<file path="src/rtl/stage_f_pkg.sv">
// Shared types and helpers for the fetch stage: default widths, the fetch-queue
// entry layout and the PC increment used for both fetch and decode.
package stage_f_pkg;

  localparam int                  XLEN_DEF      = 32;
  localparam logic [XLEN_DEF-1:0] RESET_VEC_DEF = 32'h0000_0000;

  typedef struct packed {
    logic [XLEN_DEF-1:0] pc;
    logic [XLEN_DEF-1:0] instr;
  } fetchq_entry_t;

  function automatic logic [XLEN_DEF-1:0] pc_plus4(input logic [XLEN_DEF-1:0] pc);
    return pc + {{(XLEN_DEF-3){1'b0}}, 3'b100};
  endfunction

endpackage

</file>
<file path="src/rtl/stage_f_fetchq_fifo.sv">
// Generic power-of-two FIFO with synchronous clear; read/write pointers carry an
// extra wrap bit so that full and empty are distinguished without a separate counter.
module fetchq_fifo #(
  parameter int DEPTH = 4,
  parameter int W     = 32
) (
  input  logic                 clk,
  input  logic                 rst_n,
  input  logic                 i_clear,
  input  logic                 i_push,
  input  logic [W-1:0]         i_din,
  input  logic                 i_pop,
  output logic [W-1:0]         o_dout,
  output logic [$clog2(DEPTH):0] o_count,
  output logic                 o_empty
);
  localparam int AW = $clog2(DEPTH);

  logic [W-1:0] r_mem [DEPTH];
  logic [AW:0]  r_wptr;
  logic [AW:0]  r_rptr;
  logic         w_full;
  logic         w_do_push;
  logic         w_do_pop;

  assign o_empty   = (r_wptr == r_rptr);
  assign w_full    = (r_wptr[AW] != r_rptr[AW]) && (r_wptr[AW-1:0] == r_rptr[AW-1:0]);
  assign o_count   = r_wptr - r_rptr;
  assign w_do_pop  = i_pop && !o_empty && !i_clear;
  // A full FIFO may still take a push when the head leaves in the same cycle.
  assign w_do_push = i_push && (!w_full || w_do_pop) && !i_clear;
  assign o_dout    = r_mem[r_rptr[AW-1:0]];

  // Pointer update; clear empties the FIFO and overrides push/pop.
  always_ff @(posedge clk or negedge rst_n) begin
    if (!rst_n) begin
      r_wptr <= {(AW+1){1'b0}};
      r_rptr <= {(AW+1){1'b0}};
    end else if (i_clear) begin
      r_wptr <= {(AW+1){1'b0}};
      r_rptr <= {(AW+1){1'b0}};
    end else begin
      if (w_do_push) r_wptr <= r_wptr + {{AW{1'b0}}, 1'b1};
      if (w_do_pop)  r_rptr <= r_rptr + {{AW{1'b0}}, 1'b1};
    end
  end

  // Storage is intentionally not reset; contents are only observed behind the pointers.
  always_ff @(posedge clk) begin
    if (w_do_push) r_mem[r_wptr[AW-1:0]] <= i_din;
  end

  fetchq_fifo_chk u_chk (
    .clk    (clk),
    .rst_n  (rst_n),
    .i_push (i_push),
    .i_pop  (w_do_pop),
    .i_clear(i_clear),
    .i_full (w_full)
  );
endmodule

// Overflow checker: upstream credit accounting must never push into a full FIFO.
module fetchq_fifo_chk (
  input logic clk,
  input logic rst_n,
  input logic i_push,
  input logic i_pop,
  input logic i_clear,
  input logic i_full
);
  a_no_overflow: assert property (@(posedge clk) disable iff (!rst_n)
    !(i_push && i_full && !i_pop && !i_clear))
    else $error("fetchq_fifo push while full");
endmodule

</file>
<file path="src/rtl/stage_f_fetchq.sv">
// Fetch stage: PC register, credit-limited instruction-memory requests and an in-order
// fetch queue feeding decode. Redirects empty the queue and discard in-flight responses.
module stage_f_fetchq
  import stage_f_pkg::*;
#(
  parameter int              XLEN      = XLEN_DEF,
  parameter int              DEPTH     = 4,
  parameter logic [XLEN-1:0] RESET_VEC = RESET_VEC_DEF
) (
  input  logic            clk,
  input  logic            rst_n,
  input  logic            arm,
  input  logic            PCSrcW,
  input  logic [XLEN-1:0] ResultW,
  input  logic            BranchTakenE,
  input  logic [XLEN-1:0] ALUResultE,
  input  logic            RVPCSrcE,
  input  logic [XLEN-1:0] PCTargetE,
  output logic            IReqValid,
  output logic [XLEN-1:0] IReqAddr,
  input  logic            IReqReady,
  input  logic            IRespValid,
  input  logic [XLEN-1:0] IRespData,
  output logic            ValidD,
  output logic [XLEN-1:0] InstrD,
  output logic [XLEN-1:0] PCD,
  output logic [XLEN-1:0] PCPlus4D,
  input  logic            StallD,
  input  logic            FlushD,
  output logic [XLEN-1:0] PCF
);
  localparam int CW = $clog2(DEPTH) + 1;
  localparam int EW = $bits(fetchq_entry_t);

  logic [XLEN-1:0] r_pcf;
  logic [CW-1:0]   r_drop;
  logic            w_redirect;
  logic [XLEN-1:0] w_target;
  logic [CW-1:0]   w_q_count;
  logic [CW-1:0]   w_pend_count;
  logic [CW:0]     w_used;
  logic [CW-1:0]   w_out_next;
  logic            w_accept;
  logic            w_resp;
  logic            w_q_push;
  logic            w_q_pop;
  logic            w_q_empty;
  logic            w_pend_empty;
  logic [XLEN-1:0] w_pend_pc;
  fetchq_entry_t   w_push_entry;
  fetchq_entry_t   w_head;

  // Redirect select: in ARM mode writeback beats execute; RISC-V mode sees only RVPCSrcE.
  always_comb begin
    w_redirect = 1'b0;
    w_target   = r_pcf;
    if (arm) begin
      if (PCSrcW) begin
        w_redirect = 1'b1;
        w_target   = ResultW;
      end else if (BranchTakenE) begin
        w_redirect = 1'b1;
        w_target   = ALUResultE;
      end else begin
        w_redirect = 1'b0;
        w_target   = r_pcf;
      end
    end else begin
      if (RVPCSrcE) begin
        w_redirect = 1'b1;
        w_target   = PCTargetE;
      end else begin
        w_redirect = 1'b0;
        w_target   = r_pcf;
      end
    end
  end

  // The pending-PC FIFO occupancy doubles as the outstanding-request count.
  assign w_used     = {1'b0, w_q_count} + {1'b0, w_pend_count};
  assign IReqValid  = rst_n && !w_redirect && (w_used < (CW+1)'(DEPTH));
  assign w_accept   = IReqValid && IReqReady;
  assign w_resp     = IRespValid && !w_pend_empty;
  assign w_q_push   = w_resp && !w_redirect && (r_drop == {CW{1'b0}});
  assign ValidD     = !w_q_empty;
  assign w_q_pop    = ValidD && (!StallD || FlushD) && !w_redirect;
  assign w_out_next = w_pend_count + CW'(w_accept) - CW'(w_resp);

  assign w_push_entry = '{pc: w_pend_pc, instr: IRespData};

  // Fetch PC and the number of in-flight responses still to be discarded.
  always_ff @(posedge clk or negedge rst_n) begin
    if (!rst_n) begin
      r_pcf  <= RESET_VEC;
      r_drop <= {CW{1'b0}};
    end else if (w_redirect) begin
      r_pcf  <= w_target;
      r_drop <= w_out_next;
    end else begin
      if (w_accept) r_pcf <= pc_plus4(r_pcf);
      if (w_resp && (r_drop != {CW{1'b0}})) r_drop <= r_drop - {{(CW-1){1'b0}}, 1'b1};
    end
  end

  fetchq_fifo #(.DEPTH(DEPTH), .W(XLEN)) u_pend (
    .clk    (clk),
    .rst_n  (rst_n),
    .i_clear(1'b0),
    .i_push (w_accept),
    .i_din  (r_pcf),
    .i_pop  (w_resp),
    .o_dout (w_pend_pc),
    .o_count(w_pend_count),
    .o_empty(w_pend_empty)
  );

  fetchq_fifo #(.DEPTH(DEPTH), .W(EW)) u_queue (
    .clk    (clk),
    .rst_n  (rst_n),
    .i_clear(w_redirect),
    .i_push (w_q_push),
    .i_din  (w_push_entry),
    .i_pop  (w_q_pop),
    .o_dout (w_head),
    .o_count(w_q_count),
    .o_empty(w_q_empty)
  );

  assign IReqAddr = r_pcf;
  assign PCF      = r_pcf;
  assign InstrD   = w_head.instr;
  assign PCD      = w_head.pc;
  assign PCPlus4D = pc_plus4(w_head.pc);
endmodule

</file>
<file path="config.mk">
export PLATFORM = sky130hd
export DESIGN_NAME = stage_f_fetchq
export DESIGN_NICKNAME = d
export VERILOG_FILES = /design/src/rtl/stage_f_pkg.sv /design/src/rtl/stage_f_fetchq_fifo.sv /design/src/rtl/stage_f_fetchq.sv
export SDC_FILE = /design/constraint.sdc
export NUM_CORES = 1
export LEC_CHECK = 0
export ABC_AREA = 1
export CORE_AREA = 2 2 287 289
export CTS_BUF_LIST = sky130_fd_sc_hd__clkbuf_8
export CTS_CLUSTER_DIAMETER = 100
export DETAILED_ROUTE_END_ITERATION = 12
export DIE_AREA = 0 0 289 291
export GPL_ROUTABILITY_DRIVEN = 1
export PLACE_DENSITY = 0.54
export SYNTH_ARGS = -nofsm -noshare
export SYNTH_HDL_FRONTEND = slang
export SYNTH_SLANG_ARGS = --single-unit
</file>
<file path="constraint.sdc">
create_clock -name clk -period 4.7 [get_ports clk]
set_input_delay 0.94 -clock clk [delete_from_list [all_inputs] [get_ports clk]]
set_output_delay 0.94 -clock clk [all_outputs]
set_load 0.02 [all_outputs]
</file>
# Yosys cells after proc, flatten, opt, wreduce, memory -nomap -nowiden
# Memory sizes are Yosys's and may differ from the RTL's.
# Cells that the tools add are included.
# op_classes
n_addsub,12
mul,0
n_div,0
magnitude_cmp,1
n_eq_ne,8
shift,0
n_mux,20
bitwise_logic,0
n_reduce_logical,33
# op_table
operator,count
32-bit two-way mux,6
32-bit by 3-bit adder with 32-bit output (second input constant),2
3-bit two-way mux,6
1-bit logical AND,17
3-bit by 1-bit adder with 3-bit output (second input constant),4
1-bit two-way mux,8
2-bit nonzero test,4
3-bit equality test,2
1-bit logical NOT,6
3-bit subtractor,2
3-bit by 3-bit adder with 4-bit output,1
2-bit equality test,2
4-bit by 3-bit < comparator with 1-bit output (second input constant),1
4-bit inequality test (second input constant),1
3-bit by 1-bit adder with 3-bit output,1
3-bit logical NOT,1
1-bit logical OR,3
3-bit inequality test (second input constant),1
3-bit AND reduction,1
3-bit nonzero test,1
3-bit by 1-bit subtractor with 3-bit output,1
3-bit by 1-bit subtractor with 3-bit output (second input constant),1
1-bit inequality test,2
# totals
regBits,47
latchBits,0
ramBits,384
rom_bits,0
in_bits,138
output_inout_bits,162
wordCells,82
n_memories,2
# memory_table
memory,depth,width,rd,rd_ports_with_merged_regs,wr,line,text
u_queue.r_mem,4,64,1,0,1,stage_f_fetchq_fifo.sv:19,logic [W-1:0] r_mem [DEPTH];
u_pend.r_mem,4,32,1,0,1,stage_f_fetchq_fifo.sv:19,

# Longest topological paths before layout
# depth
word_depth,12
ltp_mapped,23
mapped_depth_nobuf,19

# By module
# From an unflattened synthesis, not the netlist that was laid out.
# unflattened
cells_unflattened,1799
hier_area_um2,19815.3
# modules_own_cells
mod,instances,cells_per_inst,area_per_inst_um2,seq_area_each_um2
fetchq_fifo at u_queue,1,683,10090.9,7837.5
fetchq_fifo at u_pend,1,372,5242.5,3993.8
stage_f_fetchq,1,744,4481.8,875.8

# Worst setup path before layout
# No wires, ideal clock.
# synth_path
path_kind,register -> register
start,register u_queue.r_rptr[1]
end,"memory u_queue.r_mem[0][0] in the netlist's numbering, enable pin"
arrival_ns,4.837
t_required_ns,4.213
setup_slack_ns,-0.623
stages_incl_launch_ff,12
n_path_buf,4
cell_sequence,dfrtp_1 buf_2 inv_2 buf_2 buf_2 clkbuf_1 ha_1 nand3_1 nand3_1 nand2_1 nand2_1 nor2_1
# synth_via
elab_chain_cells,11
word_cells_on_any_way,14
cone_classes,eq/ne: 2; mux: 2; reduce/logical: 10
# synth_lines
element,line,text
start: declaration,stage_f_fetchq_fifo.sv:21,logic [AW:0] r_rptr;
start signal: assignment,stage_f_fetchq_fifo.sv:38,r_rptr <= {(AW+1){1'b0}};
start signal: assignment,stage_f_fetchq_fifo.sv:41,r_rptr <= {(AW+1){1'b0}};
start signal: assignment,stage_f_fetchq_fifo.sv:44,"if (w_do_pop) r_rptr <= r_rptr + {{AW{1'b0}}, 1'b1};"
3-bit equality test *,stage_f_fetchq_fifo.sv:26,assign o_empty = (r_wptr == r_rptr);
1-bit logical NOT *,stage_f_fetchq.sv:85,assign ValidD = !w_q_empty;
net ValidD,stage_f_fetchq.sv:24,"output logic ValidD,"
1-bit logical AND (2 in series),stage_f_fetchq.sv:86,assign w_q_pop = ValidD && (!StallD || FlushD) && !w_redirect;
1-bit logical AND * (2 in series),stage_f_fetchq_fifo.sv:29,assign w_do_pop = i_pop && !o_empty && !i_clear;
1-bit logical OR *,stage_f_fetchq_fifo.sv:31,assign w_do_push = i_push && (!w_full || w_do_pop) && !i_clear;
1-bit logical AND * (2 in series),stage_f_fetchq_fifo.sv:31,
1-bit two-way mux *,stage_f_fetchq_fifo.sv:50,if (w_do_push) r_mem[r_wptr[AW-1:0]] <= i_din;
1-bit two-way mux (not written as such) *,stage_f_fetchq_fifo.sv:50,
end: declaration,stage_f_fetchq_fifo.sv:19,
# The timed path passes the listed nets; every way through them passes the cells marked *.

# Worst setup path in the final report
# layout_path
start,register u_queue.r_rptr[0]
end,output PCPlus4D[21]
# layout_via
elab_chain_cells,2
# layout_lines
element,line,text
memory read 4 x 64 bit,n/a,
32-bit by 3-bit adder with 32-bit output,stage_f_pkg.sv:14,"return pc + {{(XLEN_DEF-3){1'b0}}, 3'b100};"
end: declaration,stage_f_fetchq.sv:27,"output logic [XLEN-1:0] PCPlus4D,"
# No other way between the ends.

==> flow_summary.json <==
{
  "status": "completed",
  "p_per_area_mw_per_mm2": 463.7,
  "core_mm2": 0.08119,
  "area_delta_synth_final_pct": 26.91,
  "power_mw": 11.86,
  "layout-drive-gt1-share_pct": 6.875,
  "p_int_mw": 7.628,
  "grt_pass1_vias": 15170,
  "synthMostInstantiatedCell": "nand2_1",
  "setup_violations": 0,
  "async_reset_ff_share_pct": 10.90,
  "yosysSeqAreaShare_pct": 63.05,
  "drt_iter0_drc": 1008,
  "synthFlopType": "edfxtp_1",
  "final_area_mm2": 0.02558,
  "max_cap_violations": 0,
  "seqPwrFrac_pct": 42.2,
  "synthCells": 2036,
  "syn_area_mm2": 0.02015,
  "grt_antenna_before_repair": 2,
  "startpoint_type": "flip-flop",
  "dpl.hpwl_um": 39930,
  "grt_max_degree": 69,
  "clk-insertion-delay-late_ns": 0.65,
  "start_util_pct": 24.82,
  "final.setup.worst_slack_ns": 0.3456,
  "ios": 300,
  "syn_area_per_cell_um2": 9.899,
  "place_area_mm2": 0.02410,
  "path_class": "reg2out",
  "final_core_util_pct": 31.50,
  "cts_max_level": 3,
  "grt_usage_pct": 14.05,
  "cpMaxStageDelayCell": "clkdlybuf4s50_1",
  "path_buf_inv": 4,
  "cts-root-buf": "clkbuf_8",
  "syn_nets": 2199,
  "drt_wl_total_um": 60360,
  "ant_nets": 0,
  "worst_hold_path_type": "in2async",
  "cts_buffer_depth": 3,
  "die_x_um": 289,
  "dp_slack_ns": 0.4203,
  "synth-edff-count": 384,
  "numPortBuffers": 299,
  "slew_headroom_pct": 32.36,
  "clockPowerShare_pct": 27.2,
  "numCtsBuffers": 74,
  "use_met1_pct": 18.66,
  "finalHoldViolations": 0,
  "nNetsFinal": 2476,
  "worst_ep_arrival_time_ns": 3.41,
  "path_cells": "clkinv_2 -> buf_6 -> nand2_1 -> nand2_1 -> nand2_1 -> nand2_1 -> nand2_1 -> inv_1 -> nand2_1 -> nor2_1 -> nand4_1 -> nand2_1 -> clkdlybuf4s50_1",
  "crit_fanout": 31,
  "cp_common_cell": "nand2_1",
  "via_count": 15560,
  "avgViaCountPerCell": 4.520,
  "nFillCells": 8284,
  "finalCritPeriodShare_pct": 92.65,
  "fp.dieArea_mm2": 0.08410,
  "grt_pass1_wl_um": 90110,
  "synth_seq_cells": 431,
  "p_comb_share_pct": 30.6,
  "switching_share_pct": 35.68,
  "tightest_slew_ns": 1.013,
  "max_freq_ghz": 0.2297,
  "gp_congestion": 0.8632,
  "cts_tree": "done",
  "skew_ns": 0.03548,
  "rsz0062_at_grt": "false",
  "path_delay_family": "buffers and inverters",
  "period_minus_slack_ns": 4.354,
  "drv_slew": 0,
  "std_cell_rows": 105,
  "crit_path_end_kind": "output pin",
  "crit_path_max_incr_delay_ns": 0.63,
  "grtUsageMet2_pct": 22.93,
  "switchingPower_mw": 4.231,
  "grt_util_met3_pct": 2.351,
  "synth.distinct_cells": 36,
  "fin_cells": 3443,
  "first_pass_iters": 5,
  "route.detailed.drc": 0,
  "place_inst": 3307,
  "grt_overflow": 0,
  "yosysTopAreaCell": "edfxtp_1",
  "die_y_um": 291,
  "leakage_nw": 9.568,
  "required_ns": 3.76,
  "cts_num_sinks": 431,
  "wire_per_inst_um": 17.53,
  "yosys-top-cells-area": "edfxtp_1 (57%), nand2_1 (9.3%), dfrtp_1 (5.8%), nor2_1 (5.7%), o21ai_0 (5.2%)",
  "clk_transition_reported_paths_ns": 0.06,
  "yosys.area.top_type_share_pct": 57.21,
  "yosysWarnings": 0,
  "worst_ir_drop_vdd_uv": 218.0,
  "top_usage_layer": "met2",
  "synthTopCellsByCount": "nand2_1 (500), edfxtp_1 (384), nor2_1 (304)"
}
cell type report:
type,count,area (um2),share of cell area (%)
diodes,2,5.005,0.01957
clock buffers,76,1046,4.090
clock inverters,58,361.6,1.414
inverters,111,417.9,1.634
multi-input cells,1366,6392,24.99
flip-flops and latches,431,12710,49.71
well taps,1070,1339,5.234
repair buffers,329,3302,12.91
state kept, by name (all words and copies together) (netlist names):
signal,flops
IReqAddr,32
r_drop,3
u_pend.r_mem,128
u_pend.r_rptr,3
u_pend.r_wptr,3
u_queue.r_mem,256
u_queue.r_rptr,3
u_queue.r_wptr,3
power by group through the flow:
stage               Combinational [mW]  Clock (mW)  Sequential, mW
finish                            3.63        3.22            5.01
global route                      4.02        3.51            5.04
floorplan                         2.13           0            5.00
global placement                  3.58           0            5.07
detailed placement                3.65           0            5.09
CTS                               3.67        3.34            5.01
layout by cell type, fill, tap and decap left out, types with 5 or more instances in the layout:
cell             count
a21oi_1             61
buf_4               23
clkbuf_8            76
clkdlybuf4s50_1    287
clkinv_1            15
clkinv_2            11
dfrtp_1             44
dlymetal6s2s_1      10
edfxtp_1           384
ha_1                22
inv_1              130
nand2_1            500
nand2_2              5
nand3_1            105
nand4_1             18
nor2_1             296
nor2_2              11
nor2_4               9
nor3_1              14
o21ai_0            210
o22ai_1             66
xor2_1              26
per-layer routing:
metal	share of wire (%)	vias to the layer above
met5	0.027	-
met4	2.5	2
met3	6.2	99
met2	47	566
met1	44	7394
li1	-	7502
worst reg2reg max path: stages (launching register included):
cell     delay [ns]
dfrtp_2        0.42
inv_2          0.07
buf_4          0.30
fa_1           0.51
xnor2_1        0.20
inv_1          0.08
ha_1           0.27
nor3_1         0.26
nand4_1        0.12
buf_4          0.25
ha_1           0.30
inv_1          0.06
ha_1           0.12
inv_1          0.05
fa_1           0.37
xor2_1         0.20
inv_1          0.06
nand2_1        0.06
nand3_1        0.06
a31oi_1        0.17
metrics by stage:
stage / TNS, ns / hold slack, ns
after floorplan: -159.51 / 0.4537
after global placement: 0 / 0.4805
after detailed placement: 0 / 0.4857
after CTS: 0 / 0.4456
after global routing: 0 / 0.4965
final: 0 / 0.4658
path summary, 6_finish.rpt:
kind	from	slack, ns	depth (start not counted)	endpoint
min in group clk	u_queue.r_rptr[2]$_DFFE_PN0P_	0.49	1	u_queue.r_rptr[2]$_DFFE_PN0P_
max in group asynchronous	rst_n	3.73	2	u_queue.r_rptr[0]$_DFFE_PN0P_
min reg2reg	u_queue.r_rptr[2]$_DFFE_PN0P_	0.49	1	u_queue.r_rptr[2]$_DFFE_PN0P_
min	rst_n	0.47	2	IReqAddr[5]$_DFFE_PN0P_
max	u_queue.r_rptr[0]$_DFFE_PN0P_	0.35	13	PCPlus4D[21]
max reg2reg	u_queue.r_rptr[1]$_DFFE_PN0P_	0.67	19	r_drop[2]$_DFFE_PN0P_
kinds of logic (layout without fill, tap and decap cells):
family / after synthesis / after routing / synth area share, %
AO/OA/AOI/OAI: 349 / 349 / 9.219
flip-flops: 431 / 431 / 63.05
adder cells (fa/ha/maj): 25 / 25 / 1.664
other: 0 / 2 / 0
buffers and inverters: 239 / 574 / 5.569
AND/OR/NAND/NOR: 963 / 963 / 19.24
XOR/XNOR: 29 / 29 / 1.260
repair_timing:
item	in CTS	in global routing
hold buffers	0	0
pin swaps	0	0
setup buffers	0	0
gates resized for setup	4	20
hold endpoints to repair	0	0
setup endpoints to repair	7	13
(Power assumes the default switching activity.)
==> patch 1, RTL diff (same flow settings) <==
`DEPTH` is set to 4 in 2 places; all go to 2.
--- a/src/rtl/stage_f_fetchq_fifo.sv
+++ b/src/rtl/stage_f_fetchq_fifo.sv
@@ -2,5 +2,5 @@
 // extra wrap bit so that full and empty are distinguished without a separate counter.
 module fetchq_fifo #(
-  parameter int DEPTH = 4,
+  parameter int DEPTH = 2,
   parameter int W     = 32
 ) (
--- a/src/rtl/stage_f_fetchq.sv
+++ b/src/rtl/stage_f_fetchq.sv
@@ -5,5 +5,5 @@
 #(
   parameter int              XLEN      = XLEN_DEF,
-  parameter int              DEPTH     = 4,
+  parameter int              DEPTH     = 2,
   parameter logic [XLEN-1:0] RESET_VEC = RESET_VEC_DEF
 ) (
Formal check against the unedited RTL: not equivalent (a bounded check fails within 4 cycles, from zero or initial values and one cycle with rst_n low).
==> patch 1 against the original RTL <==
Design area down 34%; sequential cell count is 197 lower; count of clock-buffer cells in the layout shrank 33; wire length shrank 29%; worst setup slack lost 83 ps; combinational power fell by 25%; clock skew rose by 3.1 ps; sequential power down 43%; power down 38%; non-clock buffer count shrank 11; area after synthesis down 41%; critical path type unchanged; largest power group unchanged.
==> patch 1: results (changes against the original RTL) <==
Synthesis:
- The total nets after synthesis is 1515 (-31%).
- The compound-gate portion of the synthesized area is 0.0753 (-0.0169).
- The count of unique library cells instantiated by Yosys is 35 (-2.8%).
- After synthesis, the cell types taking the most area are sky130_fd_sc_hd__edfxtp_1, sky130_fd_sc_hd__nand2_1, sky130_fd_sc_hd__dfrtp_1.
- The share of synthesized cell area in full adder, half adder and majority cells is 0.00900 (-0.00764).

Worst setup path:
- The maximum net fanout on the critical path is 58 (+87%).
- The worst-case reg-to-reg path depth is 11 (-8).
- The slack of the worst reg-to-reg path was 1100 ps (+430 ps).
- In this run the critical register-to-register path is captured at u_pend.r_mem[1][11]$_DFFE_PP_.
- The data arrival time of the critical path came to 3500 ps (+90 ps).

Power and ir drop:
- The power consumed by the clock network came to 1.82 mW (-43%).

Route:
- The detailed-routed wire length on met2 came to 19300 µm (-32%).
- The per-cell via count in the routed design is 3.63 (-20%).
- The highest metal layer used by the detailed router is met4.

Final layout:
- The final net count is 1794 (-28%).
- The portion of the layout cell area used by non-clock buffers was 0.187 (+0.0578).
- The antenna diode count was 1 (-1).
- The multi-input gate count is 955 (-30%).
- The total of plain and repair buffers excluding clock buffers is 318 (-3.3%).
- The number of inserted filler cells in the final layout is 8979 (+8.4%).

Global routing:
- The fraction of met2 tracks used by global routing was 0.160 (-0.0697).
- The number of global-route vias before repair was 9783 (-36%).

Timing:
- The minimum period implied by the final worst setup slack is 4440 ps (+82.6 ps).

Outcome:
- The run finished with clean final reports.

Clock network:
- The clock sink count is 234 (-46%).
- The H-tree depth reported by CTS was 2 (-1).
- The number of gates given a new drive strength after cts was 0 (-4).
## patch 1: cell types whose count changed after synthesis, moves of 10 or more
cell,before,now
sky130_fd_sc_hd__o22ai_1,66,0
sky130_fd_sc_hd__nor3_1,14,2
sky130_fd_sc_hd__buf_2,27,17
sky130_fd_sc_hd__nand2_1,500,520
sky130_fd_sc_hd__o21ai_0,210,82
sky130_fd_sc_hd__inv_1,107,93
sky130_fd_sc_hd__nand3_1,105,43
sky130_fd_sc_hd__a21oi_1,61,40
sky130_fd_sc_hd__clkbuf_1,51,26
sky130_fd_sc_hd__o21ai_2,1,12
sky130_fd_sc_hd__ha_1,22,7
sky130_fd_sc_hd__nor2_1,304,168
sky130_fd_sc_hd__edfxtp_1,384,192
## patch 1: through the flow
step	hold slack (ps)	std cells	TNS, ps	area (µm²)
floorplan	463	1369	-46160	12000
global placement	480	2674	0	16000
detailed placement	482	2674	0	16000
CTS	406	2750	0	16700
global route	460	2751	0	16800
finish	441	2751	0	16800
==> patch 2, RTL diff (same settings) <==
Made on the original files. Register the input `PCTargetE` before use, with the module's reset. The logic sees it one clock later. The other inputs are not delayed to match.
--- a/src/rtl/stage_f_fetchq.sv
+++ b/src/rtl/stage_f_fetchq.sv
@@ -32,4 +32,14 @@
   localparam int CW = $clog2(DEPTH) + 1;
   localparam int EW = $bits(fetchq_entry_t);
+
+  logic [XLEN-1:0] PCTargetE_q;
+
+  always_ff @(posedge clk or negedge rst_n) begin
+    if (!rst_n) begin
+      PCTargetE_q <= '0;
+    end else begin
+      PCTargetE_q <= PCTargetE;
+    end
+  end
 
   logic [XLEN-1:0] r_pcf;
@@ -69,5 +79,5 @@
       if (RVPCSrcE) begin
         w_redirect = 1'b1;
-        w_target   = PCTargetE;
+        w_target   = PCTargetE_q;
       end else begin
         w_redirect = 1'b0;
Behaviour: not the same (a bounded check fails within 4 cycles, from zero or initial values and one cycle with rst_n low).
==> patch 2 against the original RTL <==
Wire length grew 3.1%; sequential cell count increased by 32; design area up 3.6%; first-iteration DRC count is 3.5% higher; via count is 2.0% higher; worst setup slack got worse by 68 ps; global-route usage increased by 0.45 points; area after synthesis grew 4.2%; power grew 5.6%; die area unchanged; critical path type unchanged; critical endpoint is now PCPlus4D[29].
==> patch 2: results (changes against the original RTL) <==
Worst setup path:
- The end point of the critical path is PCPlus4D[29].
- The critical path's top delay family is buffers and inverters.
- The maximum net fanout on the critical path was 27 (-13%).
- The highest cell delay on the worst timing path was 630 ps (about the same).
- The data arrival time of the critical path is 3480 ps (+70 ps).
- The worst-case reg-to-reg path depth is 16 (-3).
- The critical path launch point is u_queue.r_rptr[1]$_DFFE_PN0P_.
- The slack of the worst reg-to-reg path is 790 ps (+120 ps).
- The worst register-to-register path ends at u_pend.r_mem[3][29]$_DFFE_PP_.

Route:
- The number of DRC violations after detailed-routing iteration 0 is 1043 (+3.5%).
- The residual antenna-violating net count after detailed routing is 0 (unchanged).
- The routed length per placed instance is 17.8 µm (+1.6%).
- The number of vias in the routed layout is 15900 (+2.0%).
- The number of iterations in the first detailed-routing pass is 5 (unchanged).
- The per-cell via count in the routed design came to 4.54 (+0.53%).

Global routing:
- The pin count of the biggest net entering global routing is 72 (+4.3%).
- The number of global-route vias before repair is 15800 (+3.9%).
- The overall fraction of global-route tracks in use is 0.145 (+0.00454).
- The global-route wire length before repair is 93300 µm (+3.6%).

Place:
- The detailed placement HPWL is 41600 µm (+4.2%).
- The number of placed instances with taps included came to 3348 (+1.2%).
- The worst setup slack after placement is 576 ps (+156 ps).
- The last weighted congestion value of the routability-driven placer was 0.845 (-2.1%).

Timing:
- The worst slack on hold paths is 132 ps (-334 ps).
- The headroom to the max-slew limit is 0.237 (-0.0867).
- The post-route clock skew was 34.7 ps (-0.811 ps).
- The final setup slack of the worst path came to 278 ps (-67.6 ps).

Clock network:
- The cell at the root of the clock tree is sky130_fd_sc_hd__clkbuf_8.
- The clock insertion delay at the later pin of the skew report is 670 ps (+20 ps).
- The number of buffers inserted during clock tree synthesis is 79 (+6.8%).
- The maximum number of buffers from clock root to sink is 3 (unchanged).

Synthesis:
- In the post-synthesis netlist, the biggest area contributors are sky130_fd_sc_hd__edfxtp_1, sky130_fd_sc_hd__dfrtp_1, sky130_fd_sc_hd__nand2_1.
- The sequential share of the synthesized area is 0.643 (+0.0125).
- The count of unique library cells instantiated by Yosys is 35 (-2.8%).
- The share of async-settable or async-resettable flops after synthesis is 0.171 (+0.0616).
- The total nets after synthesis was 2236 (+1.7%).
- After synthesis, the most frequently instantiated cells are sky130_fd_sc_hd__nand2_1, sky130_fd_sc_hd__edfxtp_1, sky130_fd_sc_hd__nor2_1.
- The count of flip-flops with a built-in enable after synthesis came to 384 (unchanged).
- The synthesized netlist cell count is 2073 (+1.8%).
- The number of synthesis warnings is 0 (unchanged).

Final layout:
- The final net count was 2527 (+2.1%).
- The number of flip-flops under the largest register name is 256 (unchanged).
- The layout cell share with drive strength beyond 1 is 0.0735 (+0.00472).

Power and ir drop:
- The net load switching power is 4.49 mW (+6.1%).
- The reported leakage power is 9.95 nW (+3.9%).
- The worst voltage drop across the vdd grid is 0.319 mV (+46%).

Outcome:
- The run finished with clean final reports.
==> patch 2: changes by cell type after synthesis, sizes merged, moves of 3 or more <==
| cell | change |
|---|---|
| dfrtp | +32 |
| inv | -7 |
| nand4 | -6 |
| a22oi | +3 |
| o21ai | -4 |
| clkbuf | +3 |
| nand3 | +4 |
| a21oi | -12 |
| nand2 | +21 |
| o211ai | +4 |
==> patch 2: worst reg2reg max path, stage by stage (launching register included) <==
cell and delay (ps):
sky130_fd_sc_hd__dfrtp_2 570, sky130_fd_sc_hd__inv_4 180, sky130_fd_sc_hd__fa_1 480, sky130_fd_sc_hd__xnor2_1 190
sky130_fd_sc_hd__inv_1 90, sky130_fd_sc_hd__ha_1 270, sky130_fd_sc_hd__inv_1 50, sky130_fd_sc_hd__nand2_1 50
sky130_fd_sc_hd__nor3_1 250, sky130_fd_sc_hd__nand2_1 110, sky130_fd_sc_hd__nor2_2 120, sky130_fd_sc_hd__nand2_1 90
sky130_fd_sc_hd__buf_4 180, sky130_fd_sc_hd__inv_1 160, sky130_fd_sc_hd__nand2_2 170, sky130_fd_sc_hd__nor2_2 120
sky130_fd_sc_hd__buf_4 450
==> patch 2: per-stage QoR <==
step / power, mW / area, µm²
CTS: 12.7 / 26400
global route: 13.3 / 26500
finish: 12.5 / 26500
detailed placement: 9.23 / 25000
global placement: 9.17 / 25000
floorplan: 7.56 / 21000
==> patch 2: logic make-up (layout without fill, tap and decap cells) <==
| group | after synthesis | after routing | share of synthesized area |
|---|---|---|---|
| compound gates | 339 | 339 | 0.0865 |
| xor+xnor | 30 | 30 | 0.0125 |
| fa+ha+maj | 25 | 25 | 0.0160 |
| buf+inv | 233 | 583 | 0.0525 |
| flops | 463 | 463 | 0.643 |
| other cells | 0 | 1 | 0 |
| simple gates | 983 | 983 | 0.189 |
==> patch 2: timing repair <==
action,in CTS,in global routing
endpoints found under the setup margin,5,11
gates resized for setup,2,6
cloned,0,1
setup buffers,1,3
hold endpoints to repair,0,0
==> patch 2: area by class of cell <==
class,instances,area [µm²]
fill,8259,54700
sequential,463,13500
multi-input combinational,1377,6460
timing repair buffer,340,3340
tap,1070,1340
clock buffer,79,1090
inverter,103,390
clock inverter,61,375
antenna,1,2.50
==> patch 2: layer usage <==
layer  GRT usage  wire length [µm]  part of all wire  vias up
met1       0.194             27500              0.44     7623
met4      0.0480              1470             0.024        2
met3      0.0259              3720             0.060      101
li1            -                 -                 -     7663
met2       0.236             29500              0.47      489
met5           0                12           0.00019        -
==> patch 2: power by group through the flow <==
stage	clock network (mW)	registers (mW)	logic [mW]
2_1_floorplan	0	5.35	2.21
3_3_place_gp	0	5.44	3.73
3_5_place_dp	0	5.46	3.78
4_1_cts	3.51	5.37	3.80
5_1_grt	3.70	5.40	4.18
6_report	3.38	5.36	3.79
